`config.mk`:
```
export PLATFORM = sky130hd
export DESIGN_NAME = stack_program_sequencer_flat
export DESIGN_NICKNAME = d
export VERILOG_FILES = /design/src/rtl/stack_program_sequencer_if.sv /design/src/rtl/stack_program_sequencer.sv /design/src/flat_wrapper.sv
export SDC_FILE = /design/constraint.sdc
export NUM_CORES = 1
export LEC_CHECK = 0
export CAP_MARGIN = 40
export CORE_AREA = 2 2 98 100
export CTS_BUF_LIST = sky130_fd_sc_hd__clkbuf_4 sky130_fd_sc_hd__clkbuf_8
export DETAILED_ROUTE_END_ITERATION = 6
export DIE_AREA = 0 0 100 102
export PLACE_DENSITY = 0.71
export SLEW_MARGIN = 20
export SYNTH_ARGS = -nofsm -noshare
export SYNTH_HDL_FRONTEND = slang
export SYNTH_SLANG_ARGS = --single-unit
```
`constraint.sdc`:
```
create_clock -name clk -period 6.8 [get_ports clk]
set_input_delay 1.36 -clock clk [delete_from_list [all_inputs] [get_ports clk]]
set_output_delay 1.36 -clock clk [all_outputs]
set_load 0.005 [all_outputs]
```
`src/rtl/stack_program_sequencer_if.sv`:
```
// Load handshake, run control and CPU-facing outputs of stack_program_sequencer.
// Signal names are prefixed from the sequencer's point of view (i_ = into it, o_ = out of it).
interface stack_program_sequencer_if #(
    parameter int ADDR_BITS = 4
);
    logic                 i_load_valid;
    logic [3:0]           i_load_nibble;
    logic                 o_load_ready;
    logic                 i_clear;
    logic                 i_run;
    logic                 o_cpu_rst;
    logic [3:0]           o_cpu_inbits;
    logic                 o_busy;
    logic                 o_done;
    logic [ADDR_BITS:0]   o_prog_len;

    // Program source / controller side.
    modport master (
        output i_load_valid, i_load_nibble, i_clear, i_run,
        input  o_load_ready, o_cpu_rst, o_cpu_inbits, o_busy, o_done, o_prog_len
    );

    // Sequencer side.
    modport slave (
        input  i_load_valid, i_load_nibble, i_clear, i_run,
        output o_load_ready, o_cpu_rst, o_cpu_inbits, o_busy, o_done, o_prog_len
    );
endinterface

```
`src/rtl/stack_program_sequencer.sv`:
```
// stack_program_sequencer: stores a nibble program and replays it onto the
// stack_cpu inbits input with per-opcode timing, owning the CPU reset line.
// Optional build macro SEQUENCER_LOOP_EN: at program end, wrap to the first
// instruction (no CPU reset) while run stays high.
//
// state | meaning
// IDLE  | after rst; CPU held in reset, inbits 0, loads accepted
// CRST  | 2-cycle CPU reset pulse before the first fetch
// FETCH | opcode on inbits for exactly one cycle
// EXEC  | L-1 cycles of operand (or 0) on inbits
// DONE  | program finished; CPU out of reset running NOOPs, loads accepted
module stack_program_sequencer #(
    parameter int PROG_DEPTH = 16,
    parameter int ADDR_BITS  = 4
) (
    input  logic                     clk,
    input  logic                     rst,
    stack_program_sequencer_if.slave bus
);

    localparam logic [2:0] S_IDLE  = 3'd0;
    localparam logic [2:0] S_CRST  = 3'd1;
    localparam logic [2:0] S_FETCH = 3'd2;
    localparam logic [2:0] S_EXEC  = 3'd3;
    localparam logic [2:0] S_DONE  = 3'd4;

    localparam logic [ADDR_BITS:0] DEPTH_C = PROG_DEPTH[ADDR_BITS:0];
    localparam logic [ADDR_BITS:0] ONE_C   = {{ADDR_BITS{1'b0}}, 1'b1};
    localparam logic [ADDR_BITS:0] TWO_C   = {{(ADDR_BITS-1){1'b0}}, 2'b10};

    logic [3:0]         r_mem [0:PROG_DEPTH-1];
    logic [2:0]         r_state;
    logic [ADDR_BITS:0] r_ptr;
    logic [ADDR_BITS:0] r_prog_len;
    logic [1:0]         r_cnt;
    logic [3:0]         r_inbits;
    logic               r_cpu_rst;

    logic [2:0]         w_state_nx;
    logic [ADDR_BITS:0] w_ptr_nx;
    logic [1:0]         w_cnt_nx;
    logic [3:0]         w_inbits_nx;
    logic               w_cpu_rst_nx;

    logic               w_idle_like;
    logic               w_load_fire;
    logic [ADDR_BITS:0] w_ptr_p1;
    logic [ADDR_BITS:0] w_ptr_p2;
    logic               w_has_opnd;
    logic [3:0]         w_rd_next;
    logic [3:0]         w_rd_opnd;
    logic               w_op_takes_opnd;
    logic [1:0]         w_exec_cnt;

    assign w_idle_like = (r_state == S_IDLE) || (r_state == S_DONE);
    assign w_load_fire = w_idle_like && bus.i_load_valid && !bus.i_clear &&
                         (r_prog_len < DEPTH_C);
    assign w_ptr_p1    = r_ptr + ONE_C;
    assign w_ptr_p2    = r_ptr + TWO_C;
    assign w_has_opnd  = (w_ptr_p1 < r_prog_len);
    // Combinational reads: next opcode is prefetched while EXEC is still running.
    assign w_rd_next   = (r_ptr < r_prog_len) ? r_mem[r_ptr[ADDR_BITS-1:0]] : 4'h0;
    assign w_rd_opnd   = w_has_opnd ? r_mem[w_ptr_p1[ADDR_BITS-1:0]] : 4'h0;

    assign bus.o_load_ready = w_idle_like && (r_prog_len < DEPTH_C);
    assign bus.o_cpu_rst    = r_cpu_rst;
    assign bus.o_cpu_inbits = r_inbits;
    assign bus.o_busy       = (r_state == S_CRST) || (r_state == S_FETCH) || (r_state == S_EXEC);
    assign bus.o_done       = (r_state == S_DONE);
    assign bus.o_prog_len   = r_prog_len;

    // Decode the opcode held on inbits during FETCH: operand use and EXEC length.
    always_comb begin
        w_op_takes_opnd = 1'b0;
        w_exec_cnt      = 2'd0;
        case (r_inbits)
            4'h1, 4'h6, 4'h7, 4'h8: begin
                w_op_takes_opnd = 1'b1;
                w_exec_cnt      = 2'd1;
            end
            4'h2, 4'h5:                w_exec_cnt = 2'd1;
            4'h9, 4'hA, 4'hC, 4'hD:    w_exec_cnt = 2'd2;
            default:                   w_exec_cnt = 2'd0;
        endcase
    end

    // Next-state and next-output logic; outputs are registered alongside the state.
    always_comb begin
        w_state_nx   = r_state;
        w_ptr_nx     = r_ptr;
        w_cnt_nx     = r_cnt;
        w_inbits_nx  = r_inbits;
        w_cpu_rst_nx = r_cpu_rst;
        case (r_state)
            S_IDLE, S_DONE: begin
                if (bus.i_run) begin
                    w_ptr_nx    = '0;
                    w_inbits_nx = 4'h0;
                    if (r_prog_len != '0) begin
                        w_state_nx   = S_CRST;
                        w_cpu_rst_nx = 1'b1;
                        w_cnt_nx     = 2'd1;
                    end else begin
                        w_state_nx   = S_DONE;
                        w_cpu_rst_nx = 1'b0;
                    end
                end
            end
            S_CRST: begin
                if (r_cnt != 2'd0) begin
                    w_cnt_nx = r_cnt - 2'd1;
                end else begin
                    w_state_nx   = S_FETCH;
                    w_cpu_rst_nx = 1'b0;
                    w_inbits_nx  = w_rd_next;
                end
            end
            S_FETCH: begin
                w_state_nx  = S_EXEC;
                w_cnt_nx    = w_exec_cnt;
                w_inbits_nx = w_op_takes_opnd ? w_rd_opnd : 4'h0;
                // A truncated operand leaves the pointer exactly at prog_len.
                w_ptr_nx    = (w_op_takes_opnd && w_has_opnd) ? w_ptr_p2 : w_ptr_p1;
            end
            S_EXEC: begin
                if (r_cnt != 2'd0) begin
                    w_cnt_nx = r_cnt - 2'd1;
                end else if (r_ptr < r_prog_len) begin
                    w_state_nx  = S_FETCH;
                    w_inbits_nx = w_rd_next;
                end else begin
`ifdef SEQUENCER_LOOP_EN
                    if (bus.i_run) begin
                        w_state_nx  = S_FETCH;
                        w_ptr_nx    = '0;
                        w_inbits_nx = r_mem[0];
                    end else begin
                        w_state_nx  = S_DONE;
                        w_inbits_nx = 4'h0;
                    end
`else
                    w_state_nx  = S_DONE;
                    w_inbits_nx = 4'h0;
`endif
                end
            end
            default: begin
                w_state_nx   = S_IDLE;
                w_cpu_rst_nx = 1'b1;
                w_inbits_nx  = 4'h0;
            end
        endcase
    end

    // State, pointer, timer and registered CPU outputs.
    always_ff @(posedge clk) begin
        if (rst) begin
            r_state   <= S_IDLE;
            r_ptr     <= '0;
            r_cnt     <= 2'd0;
            r_inbits  <= 4'h0;
            r_cpu_rst <= 1'b1;
        end else begin
            r_state   <= w_state_nx;
            r_ptr     <= w_ptr_nx;
            r_cnt     <= w_cnt_nx;
            r_inbits  <= w_inbits_nx;
            r_cpu_rst <= w_cpu_rst_nx;
        end
    end

    // Program length: clear wins over a load in the same cycle.
    always_ff @(posedge clk) begin
        if (rst) begin
            r_prog_len <= '0;
        end else if (w_idle_like && bus.i_clear) begin
            r_prog_len <= '0;
        end else if (w_load_fire) begin
            r_prog_len <= r_prog_len + ONE_C;
        end
    end

    // Program memory write; contents survive rst and clear.
    always_ff @(posedge clk) begin
        if (w_load_fire) begin
            r_mem[r_prog_len[ADDR_BITS-1:0]] <= bus.i_load_nibble;
        end
    end

endmodule

```
`src/flat_wrapper.sv`:
```
// flat-port wrapper written by rule: the top's interface ports become plain ports
module stack_program_sequencer_flat 
#(
    parameter int PROG_DEPTH = 16,
    parameter int ADDR_BITS  = 4
)
  (clk, rst, bus_i_load_valid, bus_i_load_nibble, bus_i_clear, bus_i_run, bus_o_load_ready, bus_o_cpu_rst, bus_o_cpu_inbits, bus_o_busy, bus_o_done, bus_o_prog_len);
  stack_program_sequencer_if #(.ADDR_BITS(ADDR_BITS)) bus_i ();
  input  logic clk;
  input  logic rst;
  input wire logic [$bits(bus_i.i_load_valid)-1:0] bus_i_load_valid;
  input wire logic [$bits(bus_i.i_load_nibble)-1:0] bus_i_load_nibble;
  input wire logic [$bits(bus_i.i_clear)-1:0] bus_i_clear;
  input wire logic [$bits(bus_i.i_run)-1:0] bus_i_run;
  output wire logic [$bits(bus_i.o_load_ready)-1:0] bus_o_load_ready;
  output wire logic [$bits(bus_i.o_cpu_rst)-1:0] bus_o_cpu_rst;
  output wire logic [$bits(bus_i.o_cpu_inbits)-1:0] bus_o_cpu_inbits;
  output wire logic [$bits(bus_i.o_busy)-1:0] bus_o_busy;
  output wire logic [$bits(bus_i.o_done)-1:0] bus_o_done;
  output wire logic [$bits(bus_i.o_prog_len)-1:0] bus_o_prog_len;
  assign bus_i.i_load_valid = bus_i_load_valid;
  assign bus_i.i_load_nibble = bus_i_load_nibble;
  assign bus_i.i_clear = bus_i_clear;
  assign bus_i.i_run = bus_i_run;
  assign bus_o_load_ready = bus_i.o_load_ready;
  assign bus_o_cpu_rst = bus_i.o_cpu_rst;
  assign bus_o_cpu_inbits = bus_i.o_cpu_inbits;
  assign bus_o_busy = bus_i.o_busy;
  assign bus_o_done = bus_i.o_done;
  assign bus_o_prog_len = bus_i.o_prog_len;
  stack_program_sequencer #(.PROG_DEPTH(PROG_DEPTH), .ADDR_BITS(ADDR_BITS)) u_core (.clk(clk), .rst(rst), .bus(bus_i));
endmodule
```
---- Yosys cells after proc, flatten, opt, wreduce, memory -nomap -nowiden ----
Memories as Yosys holds them, arrays and structs flattened. A register that Yosys moved wholly into a read port is not among the register bits.
Cells that the tools add are included.
word-level totals
  memory bits (writable) .................. 64
  input port bits ......................... 9
  word-level logic and storage cells ...... 91
  memories ................................ 1
  register bits after elaboration ......... 20
operators by class
  reduce and logical (&&, ||, !) cells .... 26
  eq/ne operators ......................... 19
  muxes and demuxes ....................... 31
  $add $sub $neg .......................... 4
  $lt $le $gt $ge ......................... 3
  bitwise operators ....................... 1
memories
  memory        words  bits a word  rd ports  clocked after memory_dff  write ports  line                           RTL
  u_core.r_mem  16     4            2         1                         1            stack_program_sequencer.sv:31  logic [3:0] r_mem [0:PROG_DEPTH-1];
operators with widths
  cell                                                                    number
  4-bit 2-to-1 mux                                                        9
  4-bit equality test (second input constant)                             5
  4-bit case mux with 4 select lines                                      1
  3-bit 2-to-1 mux                                                        5
  4-bit by 3-bit equality test with 1-bit output (second input constant)  3
  3-bit case mux with 4 select lines                                      1
  5-bit by 1-bit adder with 5-bit output (second input constant)          2
  5-bit less-than comparator                                              2
  5-bit 2-to-1 mux                                                        2
  5-bit case mux with 2 select lines                                      1
  2-bit OR reduction                                                      4
  4-bit OR reduction                                                      2
  3-bit by 2-bit equality test with 1-bit output (second input constant)  2
  1-bit logical AND                                                       6
  1-bit 2-to-1 mux                                                        6
  2-bit 2-to-1 mux                                                        3
  2-bit != test (second input constant)                                   3
  2-bit case mux with 3 select lines                                      1
  3-bit AND reduction                                                     2
  6-bit OR reduction                                                      1
  5-bit by 2-bit adder with 5-bit output (second input constant)          1
  5-bit less-than comparator (second input constant)                      1
  5-bit nonzero test                                                      1
  4-bit by 1-bit equality test with 1-bit output (second input constant)  1
  other kinds (15)                                                        19

---- Depth between registers and ports, before layout ----
Gate-level depths: netlist of the first run.
  word-level depth ........................ 8
  mapped depth ............................ 11
  gate-level depth less buffers ........... 10

---- Worst setup path before layout of the first run ----
No wires, ideal clock.
  kind .................................... input-to-reg
  from .................................... in bus_i_clear
  to ...................................... mem u_core.r_mem[3][0] (enable)
  cell stages on the path ................. 3
  buffers on the path ..................... 0
  arrival time ............................ 2.314 ns
  slack ................................... 4.125 ns
  cells stage by stage .................... nor4b_4 > nand2_1 > nor3_1
between the ends
  cells in the longest elaborated chain, start to end .. 5
ends and longest elaborated chain
  item                                    line                            RTL
  start: declaration                      flat_wrapper.sv:13              input wire logic [$bits(bus_i.i_clear)-1:0] bus_i_clear;
  1-bit zero test                         stack_program_sequencer.sv:56   assign w_load_fire = w_idle_like && bus.i_load_valid && !bus.i_clear &&
  1-bit logical AND (2 in a row)          stack_program_sequencer.sv:56
  1-bit 2-to-1 mux                        stack_program_sequencer.sv:185  if (w_load_fire) begin
  1-bit 2-to-1 mux (implied by the code)  stack_program_sequencer.sv:186  r_mem[r_prog_len[ADDR_BITS-1:0]] <= bus.i_load_nibble;
  end: declaration                        stack_program_sequencer.sv:31
Every way passes these cells.

---- Worst setup path after layout of the first run ----
  from .................................... reg u_core.r_ptr[0]
  to ...................................... reg u_core.r_ptr[4]
between the ends
  cells in the longest elaborated chain, start to end .. 5
  elaborated cells between the ends (all ways) .. 6
  those cells by class .................... add/sub (2); order compare (1); mux (2); reduce/logical (1)
ends and longest elaborated chain
  item                                    line                            RTL
  start: declaration                      stack_program_sequencer.sv:33   logic [ADDR_BITS:0] r_ptr;
  start signal: assignment                stack_program_sequencer.sv:165  r_ptr <= w_ptr_nx;
  5-bit by 1-bit adder with 5-bit output  stack_program_sequencer.sv:58   assign w_ptr_p1 = r_ptr + ONE_C;
  5-bit less-than comparator              stack_program_sequencer.sv:60   assign w_has_opnd = (w_ptr_p1 < r_prog_len);
  1-bit logical AND                       stack_program_sequencer.sv:123  w_ptr_nx = (w_op_takes_opnd && w_has_opnd) ? w_ptr_p2 : w_ptr_p1;
  5-bit 2-to-1 mux (*)                    stack_program_sequencer.sv:123
  5-bit case mux with 2 select lines (*)  stack_program_sequencer.sv:94   case (r_state)
Every way passes the cells marked *; elsewhere a longest branch is shown, timed or not.
A chain may end at the register's enable or synchronous reset.

==> results of run 1 <==
[worst reg2reg max path: stages, from the launching register on]
cell and delay (ns):
dfxtp_1 0.70, buf_8 0.24, ha_1 0.69, ha_1 0.37, o21ai_0 0.17, o21ai_1 0.09, a221oi_2 0.73, mux2_1 0.39
a32o_1 0.21
[worst paths after layout]
check | startpoint | end | slack, ns
worst min register to register | u_core.bus.o_cpu_rst$_SDFFE_PP1P_ | u_core.bus.o_cpu_rst$_SDFFE_PP1P_ | 0.49
worst max register to register | u_core.r_ptr[0]$_SDFFE_PP0P_ | u_core.r_ptr[4]$_SDFFE_PP0P_ | 3.12
worst max-delay path | u_core.r_ptr[0]$_SDFFE_PP0P_ | u_core.r_ptr[4]$_SDFFE_PP0P_ | 3.12
worst min-delay path | u_core.bus.o_cpu_rst$_SDFFE_PP1P_ | u_core.bus.o_cpu_rst$_SDFFE_PP1P_ | 0.49
[cells in the final DEF, fill, tap and decap left out, types with 3 or more instances in the layout]
cell type	count
nor2_1	29
xnor2_1	8
o21ai_1	5
mux4_1	6
mux4_2	30
nand3_1	3
a32oi_1	5
mux2i_1	5
ha_1	15
o21ai_0	8
clkbuf_8	9
clkdlybuf4s50_1	21
or3_1	6
nand2_1	17
a32o_1	3
edfxtp_1	64
nand2b_1	5
a21oi_1	10
nor3_1	4
o22ai_1	6
inv_1	16
dfxtp_1	24
[metrics by stage]
step | area [sq um] | utilization (%) | hold slack [ns] | setup slack [ns]
final | 4960 | 54.4 | 0.493 | 3.12
after global routing | 4960 | 54.4 | 0.534 | 2.81
after CTS | 4940 | 54.3 | 0.499 | 3.14
after detailed placement | 4740 | 52.1 | 0.482 | 3.15
after global placement | 4730 | 51.9 | 0.470 | 2.97
after floorplan | 4460 | - | 0.475 | 4.12
[registers in the layout (all words and copies together) (netlist names), named ones only]
name                     cells
u_core.bus.o_cpu_rst         1
u_core.bus.o_prog_len        5
u_core.r_state               3
u_core.r_ptr                 5
u_core.r_mem                64
u_core.r_cnt                 2
u_core.bus.o_cpu_inbits      4
[power breakdown]
part           total (mW)  switching [mW]  internal, mW
Clock               0.370           0.194         0.176
Combinational      0.0466          0.0257        0.0209
Sequential          0.582         0.00415         0.578
[cell usage after synthesis (all sizes together) (6+ instances only)]
cell type  count
nor2          29
o22ai          6
buf            8
xnor2          8
o21ai         13
mux4          36
inv           16
nand2         17
dfxtp         24
ha            15
or3            6
clkbuf         6
edfxtp        64
a21oi         10
[metal layers]
layer | track usage [%] | part of all wire [%] | up-vias
met5 | 0 | 0 | -
met4 | 6.95 | 1.5 | 0
met3 | 3.90 | 5.3 | 10
met2 | 32.8 | 49 | 104
met1 | 28.9 | 44 | 1435
li1 | - | - | 1287
[cell families (layout without fill, tap and decap cells)]
group                      after synthesis  in the layout
xor gates and xnor gates                 8              8
adders and majority gates               15             15
buffers and inverters                   30             55
DFF                                     88             88
AOI/OAI and AO/OA                       51             51
and+or+nand+nor                         80             80
muxes                                   43             43
[layout make-up]
cell class / instances / area [sq um] / share of cell area, %
clock inverters: 6 / 66.3 / 1.34
well taps: 111 / 139 / 2.80
multi-input cells: 197 / 1920 / 38.7
flip-flops and latches: 88 / 2400 / 48.5
inverters: 16 / 60.1 / 1.21
clock buffers: 10 / 131 / 2.65
repair buffers: 23 / 240 / 4.85
==> impl_results.md, run 1 <==
* CORE AREA at 9110 sq um
* Port-buffer cells at 21
* Setup Fix Bufs, Post-CTS at 0
* # diodes at 0
* Post-synthesis simple-gate area fraction at 9.10%
* Number of max-cap violations at 0
* CP startpoint kind: flip-flop
* CP max stage cell: a221oi_2
* CP delay by family, top: compound AO/OA/AOI/OAI gates
* Initial antenna violation count at 0
* Area contributors post-synth: edfxtp_1, mux4_2, dfxtp_1
* GR Overflow Total at 0
* Pre-antenna DRT Iters at 4
* Finish-stage setup viols at 0
* Syn nets at 339
* Layout cells sized above 1 at 15.9%
* Crit Path Class: reg2reg
* H-tree level count at 3
* Seq/Total Area, Yosys at 53.9%
* Avg Cell Area, Syn at 14.1 sq um
* Final Skew at 0.0150 ns
* IO Count at 22
* XOR/XNOR Fraction of Synth Area at 1.57%
* GPL Wtd Cong at 0.824
* Hold depth at 2
* Status: finished, final reports clean
* Predominant post-synthesis flop cell: edfxtp_1
* Final period utilization at 54.1%
* Die Area at 10200 sq um
* PwrDens at 202 nW/um^2
* Max Slew Vio Count at 0
* Effective utilization at floorplan at 48.9%
* Compound-gate portion of the synthesized area at 7.83%
* Post-synth ARST share at 0%
* Vias at 2836
* Crit path capture type: flip-flop
* Pwr Total at 999 uW
* Inst Count DP at 434
* Final WL at 9630 microns
* Hold Path Class: reg2reg
* CP required at 7.06 ns
* Detailed-route DRC error count at 0
* GR Util All Layers at 20.6%
* Largest area contributor in the netlist: edfxtp_1
* Multiplexer share of the synthesized area at 20.3%
* Largest net degree at the start of global routing at 19
* Top cell type's share of synthesized area at 43.1%
* Post-CTS sizing at 0
* Seq cells post-synth at 88
* Crit path buf inv count at 1
* Die H at 102 microns
* Post-route minimum period at 3.68 ns
* Final Non-Filler Cells at 451
* Layout fillers at 743
* WL per Instance at 21.4 microns
* FF-to-FF path depth at 8
* Skew-Pair Late Insertion Delay at 0.36 ns
* First-pass GRT wire length at 15500 microns
* CTS Hold Bufs at 0
* WP depth at 8
* Die width at 100 microns
* Largest family of logic cells by synthesized area: multiplexers
* Largest stage delay, worst path at 0.73 ns
* Cells along the critical path: buf_8 -> ha_1 -> ha_1 -> o21ai_0 -> o21ai_1 -> a221oi_2 -> mux2_1 -> a32o_1
* Crit path DAT at 3.94 ns
* Post-DP HPWL at 6900 microns
* Vias/cell at 6.29
* RSZ-0062 raised after global routing: no
* Clk slew on worst S/H paths at 0.09 ns
* Synthesized cell area at 4460 sq um
* Starting DRT DRC Count at 314
* Slew margin rel. at 40.6%
* Fin nets at 359
* TNS Setup at 0 ns
* Post-Syn Instances at 315
* Worst slew pin tran at 0.891 ns
* Post-synth EDFFs at 64
* Max clock buf depth at 2
* Max VDD drop at 0.000154 V
* Clock Sink Count at 88
* Total CTS buffers at 9
* Root buf cell: clkbuf_8
* Fmax at 272 MHz
* FP Rows at 35
* Syn. warnings at 0
* Vias in the first global route at 2734
* Routed Antenna Nets at 0
* Hold Fails Final Rpt at 0
* Most frequent CP cell: ha_1
* Synth-to-Final Area Change at 11.3%
* Leakage power at 1.57 nW
* Adder-Cell Fraction of Synth Area at 4.21%
* TritonCTS clock tree: built
* Crit path max fanout at 18
* Distinct cells, synth at 50
(Power assumes the default switching activity.)
==> run 2: changes to the inputs <==
==> constraint.sdc (replaced) <==
create_clock -name clk -period 3.83 [get_ports clk]
set_input_delay 0.766 -clock clk [delete_from_list [all_inputs] [get_ports clk]]
set_output_delay 0.766 -clock clk [all_outputs]
set_load 0.005 [all_outputs]
==> impl_results.md, run 2 (synthesis gave the netlist of run 1 again) <==
* # diodes at 0
* Combinational power share at 4.7%
* Die Area at 10200 sq um
* Seq pwr share at 58.9%
* GR Overflow Total at 0
* Clk slew on worst S/H paths at 0.10 ns
* Pre-CTS WS at 1.00 ns
* Routed Antenna Nets at 0
* Crit path max fanout at 14
* Fmax at 352 MHz
* WL per Instance at 22.3 microns
* CORE AREA at 9110 sq um
* Fin nets at 362
* PwrDens at 353 nW/um^2
* Vias/cell at 6.39
* Leakage power at 1.58 nW
* Final Skew at 0.0114 ns
* Final Non-Filler Cells at 454
* Largest net degree at the start of global routing at 23
* Layout cells sized above 1 at 16.6%
* Number of max-cap violations at 0
* Crit path capture type: flip-flop
* Final WL at 10100 microns
* Hold Path Class: reg2reg
* Die H at 102 microns
* Setup Fix Bufs, Post-CTS at 0
* Most frequent cells in the layout: edfxtp_1, mux4_2, nor2_1
* GR Util All Layers at 21.5%
* H-tree level count at 3
* CP delay by family, top: multiplexers
* Commonest non-fill, non-tap cell in the layout: edfxtp_1
* Final period utilization at 74.2%
* Root buf cell: clkbuf_8
* Cells along the critical path: ha_1 -> buf_4 -> mux4_2 -> mux4_2 -> a32oi_1 -> o21ai_0
* Synth-to-Final Area Change at 11.5%
* First-pass GRT wire length at 16100 microns
* Largest stage delay, worst path at 0.75 ns
* Clock Power Share at 36.3%
* Status: finished, final reports clean
* TNS Setup at 0 ns
* TritonCTS clock tree: built
* Post-route minimum period at 2.84 ns
* Max VDD drop at 0.000225 V
* Min-delay src: u_core.bus.o_cpu_rst$_SDFFE_PP1P_
* Finish-stage setup viols at 0
* Starting DRT DRC Count at 224
* CP required at 4.05 ns
* Total CTS buffers at 9
* Max clock buf depth at 2
* CTS Hold Bufs at 0
* Slew margin rel. at 53.8%
* RSZ-0062 raised after global routing: no
* Hold_ws at 0.497 ns
* Final worst-path setup slack at 0.989 ns
* Hold Fails Final Rpt at 0
* FP Rows at 35
* Port-buffer cells at 21
* CP max stage cell: ha_1
* Post-DP Area at 4760 sq um
* Net Sw Frac at 24.8%
* Pwr Total at 1.75 mW
* Max reg flops at 64
* Crit path buf inv count at 1
* Sw power at 435 uW
* CP startpoint kind: flip-flop
* Clock Sink Count at 88
* Worst slew pin tran at 0.692 ns
* IO Count at 22
* Effective utilization at floorplan at 48.9%
* Vias in the first global route at 2860
* Post-CTS sizing at 0
* Initial antenna violation count at 0
* Crit path DAT at 3.06 ns
* Detailed-route DRC error count at 0
* Die width at 100 microns
* Most frequent CP cell: mux4_2
* Reg-to-Reg Start: u_core.r_ptr[1]$_SDFFE_PP0P_
* Setup crit start: u_core.r_ptr[1]$_SDFFE_PP0P_
* GPL Wtd Cong at 0.831
* Crit Path Class: reg2reg
* Max Slew Vio Count at 0
* Skew-Pair Late Insertion Delay at 0.37 ns
* Finished Cell Area at 4970 sq um
* P_int at 1.32 mW
* Vias at 2899
* Pre-antenna DRT Iters at 7
* Inst Count DP at 437
* Finished Core Util at 54.5%
* Post-DP HPWL at 7230 microns
==> run 2: area by class of cell <==
cell class                 count  area [sq um]
clock buffer                   9           124
clock inverter                 7          67.6
fill                         745          4140
inverter                      16          60.1
multi-input combinational    197          1920
sequential                    88          2400
tap                          111           139
timing repair buffer          26           255
==> run 2: power groups by stage <==
stage | clock (mW) | sequential, mW | combinational, mW
after floorplan | 0 | 1.05 | 0.0453
after global placement | 0 | 1.06 | 0.0807
after detailed placement | 0 | 1.06 | 0.0814
after CTS | 0.647 | 1.03 | 0.0817
after global routing | 0.696 | 1.04 | 0.0915
final | 0.637 | 1.03 | 0.0833
==> run 2: worst min-delay path, cell delays in order (launching register included) <==
cell      delay, ns
dfxtp_1        0.33
nand2_1        0.05
o211ai_1       0.07
==> run 2: final timing paths <==
| kind | cells past startpoint | slack, ns | end |
|---|---|---|---|
| max | 6 | 0.99 | u_core.bus.o_cpu_inbits[3]$_SDFFE_PP0P_ |
| min | 2 | 0.50 | u_core.bus.o_cpu_rst$_SDFFE_PP1P_ |
| max reg2reg | 6 | 0.99 | u_core.bus.o_cpu_inbits[3]$_SDFFE_PP0P_ |
| min reg2reg | 2 | 0.50 | u_core.bus.o_cpu_rst$_SDFFE_PP1P_ |
==> run 2: per-layer routing <==
metal / global-route usage (%) / up-vias / part of all wire [%]
met5: 0 / - / 0
met4: 6.53 / 0 / 1.5
met3: 4.31 / 14 / 6.2
met2: 37.1 / 119 / 51
met1: 27.8 / 1479 / 41
li1: - / 1287 / -
==> run 3: changes to the inputs <==
--- a/config.mk
+++ b/config.mk
@@ -10,7 +10,7 @@
 export CTS_BUF_LIST = sky130_fd_sc_hd__clkbuf_4 sky130_fd_sc_hd__clkbuf_8
 export DETAILED_ROUTE_END_ITERATION = 6
 export DIE_AREA = 0 0 100 102
-export PLACE_DENSITY = 0.71
+export PLACE_DENSITY = 0.73
 export SLEW_MARGIN = 20
 export SYNTH_ARGS = -nofsm -noshare
 export SYNTH_HDL_FRONTEND = slang
==> constraint.sdc (replaced) <==
create_clock -name clk -period 2.3 [get_ports clk]
set_input_delay 0.46 -clock clk [delete_from_list [all_inputs] [get_ports clk]]
set_output_delay 0.46 -clock clk [all_outputs]
set_load 0.005 [all_outputs]
==> impl_results.md, run 3 (synthesis gave the netlist of run 1 again) <==
* Root buf cell: clkbuf_8
* Crit Path Class: reg2reg
* Finished Cell Area at 5400 sq um
* Max VDD drop at 0.000361 V
* Max clock buf depth at 2
* Port-buffer cells at 21
* Pre-antenna DRT Iters at 4
* Status: finished, final reports clean
* Multi-input logic area at 2010 sq um
* CP required at 2.57 ns
* Vias in the first global route at 2977
* Fmax at 436 MHz
* IO Count at 22
* Fin nets at 400
* Die Area at 10200 sq um
* Synth-to-Final Area Change at 21.1%
* RSZ-0062 raised after global routing: yes
* Most frequent cells in the layout: edfxtp_1, buf_4, mux4_2
* Vias/cell at 6.08
* Clk slew on worst S/H paths at 0.09 ns
* Leakage power at 1.83 nW
* CTS Hold Bufs at 0
* Crit path DAT at 2.56 ns
* WL per Instance at 20.9 microns
* Finish-stage setup viols at 0
* Initial antenna violation count at 0
* Largest net degree at the start of global routing at 17
* GR Overflow Total at 0
* Crit path max fanout at 5
* Starting DRT DRC Count at 205
* Max reg flops at 64
* Worst slew pin tran at 0.597 ns
* FP Rows at 35
* Die width at 100 microns
* GR Util All Layers at 21.9%
* # diodes at 0
* FF-to-FF path depth at 11
* Commonest non-fill, non-tap cell in the layout: edfxtp_1
* Final WL at 10300 microns
* Effective utilization at floorplan at 48.9%
* Number of max-cap violations at 0
* Finished Core Util at 59.3%
* TritonCTS clock tree: built
* Routed Antenna Nets at 0
* Total CTS buffers at 9
* Detailed-route DRC error count at 0
* Slew margin rel. at 60.1%
* CORE AREA at 9110 sq um
* Hold Fails Final Rpt at 0
* Inst Count DP at 473
* Clock Sink Count at 88
* Skew-Pair Late Insertion Delay at 0.35 ns
* Final Non-Filler Cells at 492
* Layout cells sized above 1 at 29.7%
* Post-DP HPWL at 7580 microns
* Layout fillers at 691
* First-pass GRT wire length at 16400 microns
* Final Skew at 0.00536 ns
* Vias at 2990
* Storage element area at 2410 sq um
* Die H at 102 microns
* CP startpoint kind: flip-flop
* Crit path capture type: flip-flop
* GPL Wtd Cong at 0.903
* H-tree level count at 3
* PwrDens at 567 nW/um^2
* Final period utilization at 99.6%
* Max Slew Vio Count at 0
* Hold Path Class: reg2reg
* Post-DP Area at 5070 sq um
* Hold depth at 2
* Post-route minimum period at 2.29 ns
## run 3: cell type report
class | instances | area share [%]
Clock buffer | 9 | 2.29
Clock inverter | 7 | 1.83
Inverter | 16 | 1.11
Multi-Input combinational cell | 197 | 37.3
Sequential cell | 88 | 44.7
Tap cell | 111 | 2.57
Timing Repair Buffer | 64 | 10.2
## run 3: metrics by stage
stage | TNS [ns] | setup WS (ns) | power (mW) | hold slack, ns
2_1_floorplan | -0.0283 | -0.0283 | 1.83 | 0.475
3_3_place_gp | 0 | 0.0529 | 1.90 | 0.466
3_5_place_dp | -0.0411 | -0.0205 | 1.90 | 0.500
4_1_cts | 0 | 0.00178 | 3.09 | 0.516
5_1_grt | -0.244 | -0.0986 | 3.16 | 0.557
6_report | 0 | 0.00865 | 3.06 | 0.507
## run 3: power breakdown
part	internal (mW)	switching [mW]	total, mW
registers	1.71	0.0117	1.72
clock network	0.622	0.570	1.19
logic	0.0705	0.0796	0.150
total	2.40	0.661	3.06
## run 3: routing by layer
layer	wire [microns]	up-vias	track usage, %
li1	-	1364	-
met3	639	25	5.20
met1	4300	1492	28.9
met2	4940	109	34.5
met5	0	-	0
met4	394	0	10.6
## run 3: worst max-delay path: stages (launching register included)
cell and delay, ns:
dfxtp_4 0.40, ha_4 0.16, nand2b_4 0.13, and2_4 0.14, inv_2 0.04, ha_4 0.25
o21ai_2 0.05, o21ai_2 0.13, a221oi_2 0.08, buf_4 0.16, or4_1 0.49, a31oi_1 0.20
## run 3: repair_timing
action / CTS / global route
buffers inserted: 0 / 3
setup endpoints to repair: 6 / 15
gates resized for setup: 8 / 13
pin swaps: 2 / 7
## run 3: path summary, 6_finish.rpt
kind / start / endpoint / slack, ns
max: u_core.r_ptr[1]$_SDFFE_PP0P_ / u_core.r_ptr[3]$_SDFFE_PP0P_ / 0.009
min: u_core.bus.o_cpu_rst$_SDFFE_PP1P_ / u_core.bus.o_cpu_rst$_SDFFE_PP1P_ / 0.51
max reg2reg: u_core.r_ptr[1]$_SDFFE_PP0P_ / u_core.r_ptr[3]$_SDFFE_PP0P_ / 0.009
min reg2reg: u_core.bus.o_cpu_rst$_SDFFE_PP1P_ / u_core.bus.o_cpu_rst$_SDFFE_PP1P_ / 0.51
